**config.mk**
```make
export PLATFORM = sky130hd
export DESIGN_NAME = fu_jump_sched_flat
export DESIGN_NICKNAME = d
export VERILOG_FILES = /design/src/rtl/fu_jump_sched_if.sv /design/src/rtl/fu_jump_sched.sv /design/src/flat_wrapper.sv
export SDC_FILE = /design/constraint.sdc
export NUM_CORES = 1
export LEC_CHECK = 0
export CAP_MARGIN = 20
export CORE_MARGIN = 3
export CORE_UTILIZATION = 45
export CTS_BUF_LIST = sky130_fd_sc_hd__clkbuf_4 sky130_fd_sc_hd__clkbuf_8
export CTS_CLUSTER_DIAMETER = 40
export DETAILED_ROUTE_END_ITERATION = 16
export PLACE_DENSITY_LB_ADDON = 0.05
export SKIP_LAST_GASP = 1
export SLEW_MARGIN = 10
export SYNTH_ARGS = -nofsm -noshare
export SYNTH_HDL_FRONTEND = slang
export SYNTH_SLANG_ARGS = --single-unit
```
**constraint.sdc**
```tcl
create_clock -name clk -period 2.7 [get_ports clk]
set_clock_uncertainty 0.1 [all_clocks]
set_input_delay 0.675 -clock clk [delete_from_list [all_inputs] [get_ports clk]]
set_output_delay 0.675 -clock clk [all_outputs]
set_load 0.02 [all_outputs]
```
**src/rtl/fu_jump_sched_if.sv**
```systemverilog
// Signal bundle for fu_jump_sched: issue, jump-FU, flush, writeback and redirect.
// The stat_* counters exist only when FU_JUMP_SCHED_STATS_EN is defined.
interface fu_jump_sched_if;
    logic        iss_valid;
    logic        iss_ready;
    logic        iss_jal;
    logic        iss_jalr;
    logic [2:0]  iss_cmp_ctrl;
    logic [4:0]  iss_rd;

    logic        fu_en;
    logic        fu_jalr;
    logic [2:0]  fu_cmp_ctrl;
    logic        fu_cmp_res;
    logic [31:0] fu_pc_jump;
    logic [31:0] fu_pc_wb;

    logic        ext_flush;

    logic        wb_valid;
    logic        wb_ready;
    logic [4:0]  wb_rd;
    logic [31:0] wb_data;

    logic        redirect;
    logic [31:0] redirect_pc;

`ifdef FU_JUMP_SCHED_STATS_EN
    logic [31:0] stat_issued;
    logic [31:0] stat_taken;
`endif

    modport slave (
        input  iss_valid, iss_jal, iss_jalr, iss_cmp_ctrl, iss_rd,
        output iss_ready,
        output fu_en, fu_jalr, fu_cmp_ctrl,
        input  fu_cmp_res, fu_pc_jump, fu_pc_wb,
        input  ext_flush,
        output wb_valid, wb_rd, wb_data,
        input  wb_ready,
        output redirect, redirect_pc
`ifdef FU_JUMP_SCHED_STATS_EN
        , output stat_issued, stat_taken
`endif
    );

    modport master (
        output iss_valid, iss_jal, iss_jalr, iss_cmp_ctrl, iss_rd,
        input  iss_ready,
        input  fu_en, fu_jalr, fu_cmp_ctrl,
        output fu_cmp_res, fu_pc_jump, fu_pc_wb,
        output ext_flush,
        input  wb_valid, wb_rd, wb_data,
        output wb_ready,
        input  redirect, redirect_pc
`ifdef FU_JUMP_SCHED_STATS_EN
        , input stat_issued, stat_taken
`endif
    );
endinterface

```
**src/rtl/fu_jump_sched.sv**
```systemverilog
// Jump-op scheduler: queues jal/jalr/branch ops, runs them one at a time through the
// jump FU, then issues redirect and link writeback. Optional FU_JUMP_SCHED_STATS_EN adds counters.
module fu_jump_sched #(
    parameter int QDEPTH  = 2,
    parameter int LATENCY = 2
) (
    input  logic           clk,
    input  logic           rst_n,
    fu_jump_sched_if.slave bus
);
    localparam int PTR_W = $clog2(QDEPTH);
    localparam int CNT_W = $clog2(LATENCY);

    typedef struct packed {
        logic       jal;
        logic       jalr;
        logic [2:0] cmp_ctrl;
        logic [4:0] rd;
    } op_t;

    typedef enum logic [1:0] {IDLE, ISSUE, WAIT, RESP} state_t;

    op_t              mem [QDEPTH];
    logic [PTR_W-1:0] wr_ptr;
    logic [PTR_W-1:0] rd_ptr;
    logic [PTR_W:0]   count;

    state_t           state;
    logic [CNT_W-1:0] cnt;
    op_t              op;

    op_t  in_op;
    logic full;
    logic empty;
    logic push;
    logic pop;
    logic capture;
    logic taken;
    logic clear_q;

    assign in_op  = {bus.iss_jal, bus.iss_jalr, bus.iss_cmp_ctrl, bus.iss_rd};
    assign full   = (count == (PTR_W+1)'(QDEPTH));
    assign empty  = (count == '0);
    assign push   = bus.iss_valid && !full;
    assign pop    = (state == IDLE) && !empty && !bus.ext_flush;

    // Result is sampled on the last WAIT cycle; a taken op makes every queued op wrong-path.
    assign capture = (state == WAIT) && (cnt == CNT_W'(1));
    assign taken   = op.jal || op.jalr || bus.fu_cmp_res;
    assign clear_q = bus.ext_flush || (capture && taken);

    assign bus.iss_ready   = !full;
    assign bus.fu_jalr     = op.jalr;
    assign bus.fu_cmp_ctrl = op.cmp_ctrl;
    assign bus.wb_rd       = op.rd;

    // NOTE: queue storage has no reset; the pointers and count alone define which slots are valid.
    always_ff @(posedge clk) begin
        if (push && !clear_q) begin
            mem[wr_ptr] <= in_op;
        end
    end

    // NOTE: every sequential assignment is non-blocking so all registers see pre-edge values.
    always_ff @(posedge clk or negedge rst_n) begin
        if (!rst_n) begin
            wr_ptr <= '0;
            rd_ptr <= '0;
            count  <= '0;
        end else if (clear_q) begin
            wr_ptr <= '0;
            rd_ptr <= '0;
            count  <= '0;
        end else begin
            if (push) begin
                wr_ptr <= wr_ptr + PTR_W'(1);
            end
            if (pop) begin
                rd_ptr <= rd_ptr + PTR_W'(1);
            end
            unique case ({push, pop})
                2'b10:   count <= count + (PTR_W+1)'(1);
                2'b01:   count <= count - (PTR_W+1)'(1);
                default: count <= count;
            endcase
        end
    end

    always_ff @(posedge clk or negedge rst_n) begin
        if (!rst_n) begin
            state           <= IDLE;
            cnt             <= '0;
            op              <= '0;
            bus.fu_en       <= 1'b0;
            bus.wb_valid    <= 1'b0;
            bus.wb_data     <= '0;
            bus.redirect    <= 1'b0;
            bus.redirect_pc <= '0;
        end else begin
            bus.fu_en    <= 1'b0;
            bus.redirect <= 1'b0;
            if (bus.ext_flush) begin
                state        <= IDLE;
                cnt          <= '0;
                bus.wb_valid <= 1'b0;
            end else begin
                unique case (state)
                    IDLE: begin
                        if (!empty) begin
                            op        <= mem[rd_ptr];
                            bus.fu_en <= 1'b1;
                            state     <= ISSUE;
                        end
                    end
                    ISSUE: begin
                        cnt   <= CNT_W'(LATENCY - 1);
                        state <= WAIT;
                    end
                    WAIT: begin
                        cnt <= cnt - CNT_W'(1);
                        if (capture) begin
                            bus.redirect_pc <= bus.fu_pc_jump;
                            bus.wb_data     <= bus.fu_pc_wb;
                            bus.redirect    <= taken;
                            if ((op.jal || op.jalr) && (op.rd != 5'd0)) begin
                                bus.wb_valid <= 1'b1;
                                state        <= RESP;
                            end else begin
                                state <= IDLE;
                            end
                        end
                    end
                    RESP: begin
                        if (bus.wb_ready) begin
                            bus.wb_valid <= 1'b0;
                            state        <= IDLE;
                        end
                    end
                    default: state <= IDLE;
                endcase
            end
        end
    end

`ifdef FU_JUMP_SCHED_STATS_EN
    // Lifetime counters: only reset clears them, a pipeline flush does not.
    always_ff @(posedge clk or negedge rst_n) begin
        if (!rst_n) begin
            bus.stat_issued <= '0;
            bus.stat_taken  <= '0;
        end else begin
            if (bus.fu_en) begin
                bus.stat_issued <= bus.stat_issued + 32'd1;
            end
            if (bus.redirect) begin
                bus.stat_taken <= bus.stat_taken + 32'd1;
            end
        end
    end
`else
    // Statistics counters are not built in this configuration.
`endif

endmodule
```
**src/flat_wrapper.sv**
```systemverilog
// flat-port wrapper written by rule: the top's interface ports become plain ports
module fu_jump_sched_flat 
#(
    parameter int QDEPTH  = 2,
    parameter int LATENCY = 2
)
  (clk, rst_n, bus_iss_valid, bus_iss_jal, bus_iss_jalr, bus_iss_cmp_ctrl, bus_iss_rd, bus_iss_ready, bus_fu_en, bus_fu_jalr, bus_fu_cmp_ctrl, bus_fu_cmp_res, bus_fu_pc_jump, bus_fu_pc_wb, bus_ext_flush, bus_wb_valid, bus_wb_rd, bus_wb_data, bus_wb_ready, bus_redirect, bus_redirect_pc);
  fu_jump_sched_if bus_i ();
  input  logic clk;
  input  logic rst_n;
  input wire logic [$bits(bus_i.iss_valid)-1:0] bus_iss_valid;
  input wire logic [$bits(bus_i.iss_jal)-1:0] bus_iss_jal;
  input wire logic [$bits(bus_i.iss_jalr)-1:0] bus_iss_jalr;
  input wire logic [$bits(bus_i.iss_cmp_ctrl)-1:0] bus_iss_cmp_ctrl;
  input wire logic [$bits(bus_i.iss_rd)-1:0] bus_iss_rd;
  output wire logic [$bits(bus_i.iss_ready)-1:0] bus_iss_ready;
  output wire logic [$bits(bus_i.fu_en)-1:0] bus_fu_en;
  output wire logic [$bits(bus_i.fu_jalr)-1:0] bus_fu_jalr;
  output wire logic [$bits(bus_i.fu_cmp_ctrl)-1:0] bus_fu_cmp_ctrl;
  input wire logic [$bits(bus_i.fu_cmp_res)-1:0] bus_fu_cmp_res;
  input wire logic [$bits(bus_i.fu_pc_jump)-1:0] bus_fu_pc_jump;
  input wire logic [$bits(bus_i.fu_pc_wb)-1:0] bus_fu_pc_wb;
  input wire logic [$bits(bus_i.ext_flush)-1:0] bus_ext_flush;
  output wire logic [$bits(bus_i.wb_valid)-1:0] bus_wb_valid;
  output wire logic [$bits(bus_i.wb_rd)-1:0] bus_wb_rd;
  output wire logic [$bits(bus_i.wb_data)-1:0] bus_wb_data;
  input wire logic [$bits(bus_i.wb_ready)-1:0] bus_wb_ready;
  output wire logic [$bits(bus_i.redirect)-1:0] bus_redirect;
  output wire logic [$bits(bus_i.redirect_pc)-1:0] bus_redirect_pc;
  assign bus_i.iss_valid = bus_iss_valid;
  assign bus_i.iss_jal = bus_iss_jal;
  assign bus_i.iss_jalr = bus_iss_jalr;
  assign bus_i.iss_cmp_ctrl = bus_iss_cmp_ctrl;
  assign bus_i.iss_rd = bus_iss_rd;
  assign bus_iss_ready = bus_i.iss_ready;
  assign bus_fu_en = bus_i.fu_en;
  assign bus_fu_jalr = bus_i.fu_jalr;
  assign bus_fu_cmp_ctrl = bus_i.fu_cmp_ctrl;
  assign bus_i.fu_cmp_res = bus_fu_cmp_res;
  assign bus_i.fu_pc_jump = bus_fu_pc_jump;
  assign bus_i.fu_pc_wb = bus_fu_pc_wb;
  assign bus_i.ext_flush = bus_ext_flush;
  assign bus_wb_valid = bus_i.wb_valid;
  assign bus_wb_rd = bus_i.wb_rd;
  assign bus_wb_data = bus_i.wb_data;
  assign bus_i.wb_ready = bus_wb_ready;
  assign bus_redirect = bus_i.redirect;
  assign bus_redirect_pc = bus_i.redirect_pc;
  fu_jump_sched #(.QDEPTH(QDEPTH), .LATENCY(LATENCY)) u_core (.clk(clk), .rst_n(rst_n), .bus(bus_i));
endmodule
```
==> summary.txt <==
CTS
  – TritonCTS clock tree: yes
  – Clock Latency Late Sink: 360 ps
  – Clock tree sinks: 104
  – Setup Buffers After CTS: 0
  – Clock root buffer: clkbuf_8
  – Num CTS Buffers: 9
  – Clk pin slew, worst setup/hold paths: 100 ps
  – Post-CTS Resized: 0
  – # hold bufs at CTS: 0
  – CTS Buffer Depth: 2
  – CTS H-tree depth: 3

Worst setup path
  – FF-to-FF setup slack: 690 ps
  – CP arrival: 1640 ps
  – R2r worst-path depth: 6
  – Critical Path Start: u_core.count[0]
  – WS Path Type: reg -> out
  – Slowest-stage cell, CP: clkdlybuf4s50_1
  – CP endpoint: bus_iss_ready
  – Max incr delay on CP: 620 ps
  – CP Launch Type: flop
  – Crit end category: output pin
  – Reg-to-Reg End: u_core.count[1]
  – Reg-to-reg startpoint: u_core.state[1]
  – Worst-path fanout max: 5
  – Required time worst endpoint: 1920 ps
  – Crit-path cells: nand2b_1, clkdlybuf4s50_1

Synth
  – Yosys reg bits: 104
  – Synth Flop Type: dfrtp_1
  – Syn Std Cell Area: 4190 um2
  – Number of distinct library cells after synthesis: 38
  – Synth area leader: dfrtp_1
  – Post-synth top area share: 50.2%
  – Count leader, synth: dfrtp_1
  – Top cells by area, synth: dfrtp_1 (50%), mux2_2 (16%), edfxtp_1 (14%)
  – Syn nets: 347
  – Total number of yosys warnings: 0
  – Avg Inst Size Synth: 15.7 um2
  – Sequential area share after synthesis: 64.5%
  – Mapped Cells: 266
  – Top cells by count, synth: dfrtp_1 (84), mux2_2 (61), edfxtp_1 (20)
  – Number of synthesized flops with an enable pin: 20
  – Fraction of registers with async set or reset after synthesis: 80.8%

Routing
  – DR WL/cell: 16.7 um
  – DRC Markers: 0
  – Vias: 2670
  – Antenna-violating nets left: 0
  – Total wire length: 9.00 mm
  – Vias per cell: 4.96
  – DR iter-0 viols: 104
  – Drt first pass iters: 4

Power and ir drop
  – Peak VDD IR: 0.474 mV
  – LEAKAGE: 0.00250 uW
  – Cell Pwr Density: 1080 nW/um2
  – Overall Power: 6540 uW

Placement
  – Placed cell area: 5810 um2
  – Port Buffer Count: 156
  – GP Congestion: 0.802
  – DP HPWL: 6.73 mm

Global route
  – Initial antenna violation count: 0
  – Gr ovfl total: 0
  – Largest net degree at the start of global routing: 37
  – First-pass GRT wire length: 13.5 mm
  – Vias in the first global route: 2644
  – All-Layer GR Usage: 17.2%

Final layout
  – Final Instance Area: 6040 um2
  – Area Growth Syn to Fin: 44.1%
  – Ant. Diodes: 0
  – Layout cells sized above 1: 22.6%
  – Final nets: 506

Timing
  – Tmin final: 2410 ps
  – Slew HR: 70.1%
  – Worst Hold Slack: 149 ps
  – Final count of hold timing violations: 0
  – Fin. max-slew vios: 0
  – Setup violators final: 0
  – RSZ-0062 raised after global routing: no
  – Slew @ Worst Pin: 448 ps
  – Fin crit share: 89.4%
  – Maximum clock frequency: 414 MHz
  – Sum Neg Setup Slack: 0 ps

Job
  – MaxCap Viol Count: 0

Min path
  – Type of the worst min-delay path: in -> async

Floorplanning
  – Core area: 8890 um2
  – Num rows: 34
  – Die width: 102 um
  – Die ar.: 10500 um2
  – Initial Utilization: 47.1%
  – Die Height: 102 um
  – I/O Pins: 157

Run status
  – Outcome: complete, no violations
[cells in the final DEF (no fill, tap or decap), drive strengths merged, types with 2 or more instances in the layout]
cell type / synthesis / routed
dfrtp: 84 / 84
clkdlybuf4s50: 0 / 155
clkbuf: 0 / 11
edfxtp: 20 / 20
a21oi: 17 / 17
nor3: 5 / 5
mux2i: 8 / 8
xor2: 2 / 2
bufinv: 0 / 2
buf: 21 / 14
nor2: 8 / 8
nand2b: 2 / 2
inv: 3 / 4
mux2: 70 / 70
o21ai: 4 / 4
a21o: 2 / 2
nand3b: 3 / 3
[logic make-up (layout without fill, tap and decap cells)]
kind of cell             after synthesis  count (layout)  share of synthesized area (%)
adder cells (fa/ha/maj)                1               1                          0.299
AND/OR/NAND/NOR                       24              24                           3.82
multiplexers                          78              78                           20.9
XOR/XNOR                               3               3                          0.627
AO/OA/AOI/OAI                         32              32                           4.69
buffers and inverters                 24             188                           5.14
flip-flops                           104             104                           64.5
[metrics by stage]
stage	instances	worst slack [ps]	util, %
after floorplan	266	308	-
after global placement	522	269	65.4
after detailed placement	522	214	65.4
after CTS	538	275	67.9
after global routing	538	192	67.9
final	538	285	67.9
[critical path: cells and delay by family (launching register included)]
family | cells | cell delay [ps]
buffers and inverters | 1 | 620
and+or+nand+nor | 1 | 200
DFF | 1 | 450
[metal layers]
| metal | GRT usage (%) | routed length, um | vias to the layer above | part of all wire, % |
|---|---|---|---|---|
| li1 | - | - | 1266 | - |
| met1 | 21.1 | 3820 | 1293 | 42 |
| met2 | 28.4 | 4320 | 101 | 48 |
| met3 | 5.46 | 722 | 10 | 8.0 |
| met4 | 6.66 | 141 | 0 | 1.6 |
| met5 | 0 | 0 | - | 0 |
[state kept, by name, indices dropped and copies added (netlist names), 2 cells and up]
register                count
u_core.bus.fu_cmp_ctrl      3
u_core.bus.redirect_pc     32
u_core.bus.wb_data         32
u_core.bus.wb_rd            5
u_core.count                2
u_core.mem                 20
u_core.state                2
[layout make-up]
type / instances / area, um2
fill: 680 / 2850
sequential: 104 / 2700
timing repair buffer: 169 / 1690
multi-input combinational: 138 / 1270
clock buffer: 11 / 145
tap: 108 / 135
clock inverter: 5 / 78.8
inverter: 3 / 11.3
[where the power goes]
part           internal [uW]  switching (uW)
registers               2200             339
clock network            557             517
logic                   1570            1350
[how the worst min path moves through the flow]
stage / cells after the start / start / slack, ps / to
2_1_floorplan: 0 / rst_n / 280 / u_core.bus.fu_cmp_ctrl[0]
3_3_place_gp: 1 / u_core.bus.redirect_pc[4] / 370 / u_core.bus.redirect_pc[4]
3_5_place_dp: 1 / u_core.bus.redirect_pc[4] / 370 / u_core.bus.redirect_pc[4]
4_1_cts: 1 / rst_n / 150 / u_core.bus.wb_data[22]
5_1_grt: 1 / rst_n / 150 / u_core.bus.redirect
6_report: 1 / rst_n / 150 / u_core.bus.wb_data[22]
Note: power is estimated with default switching activity, not from simulation.
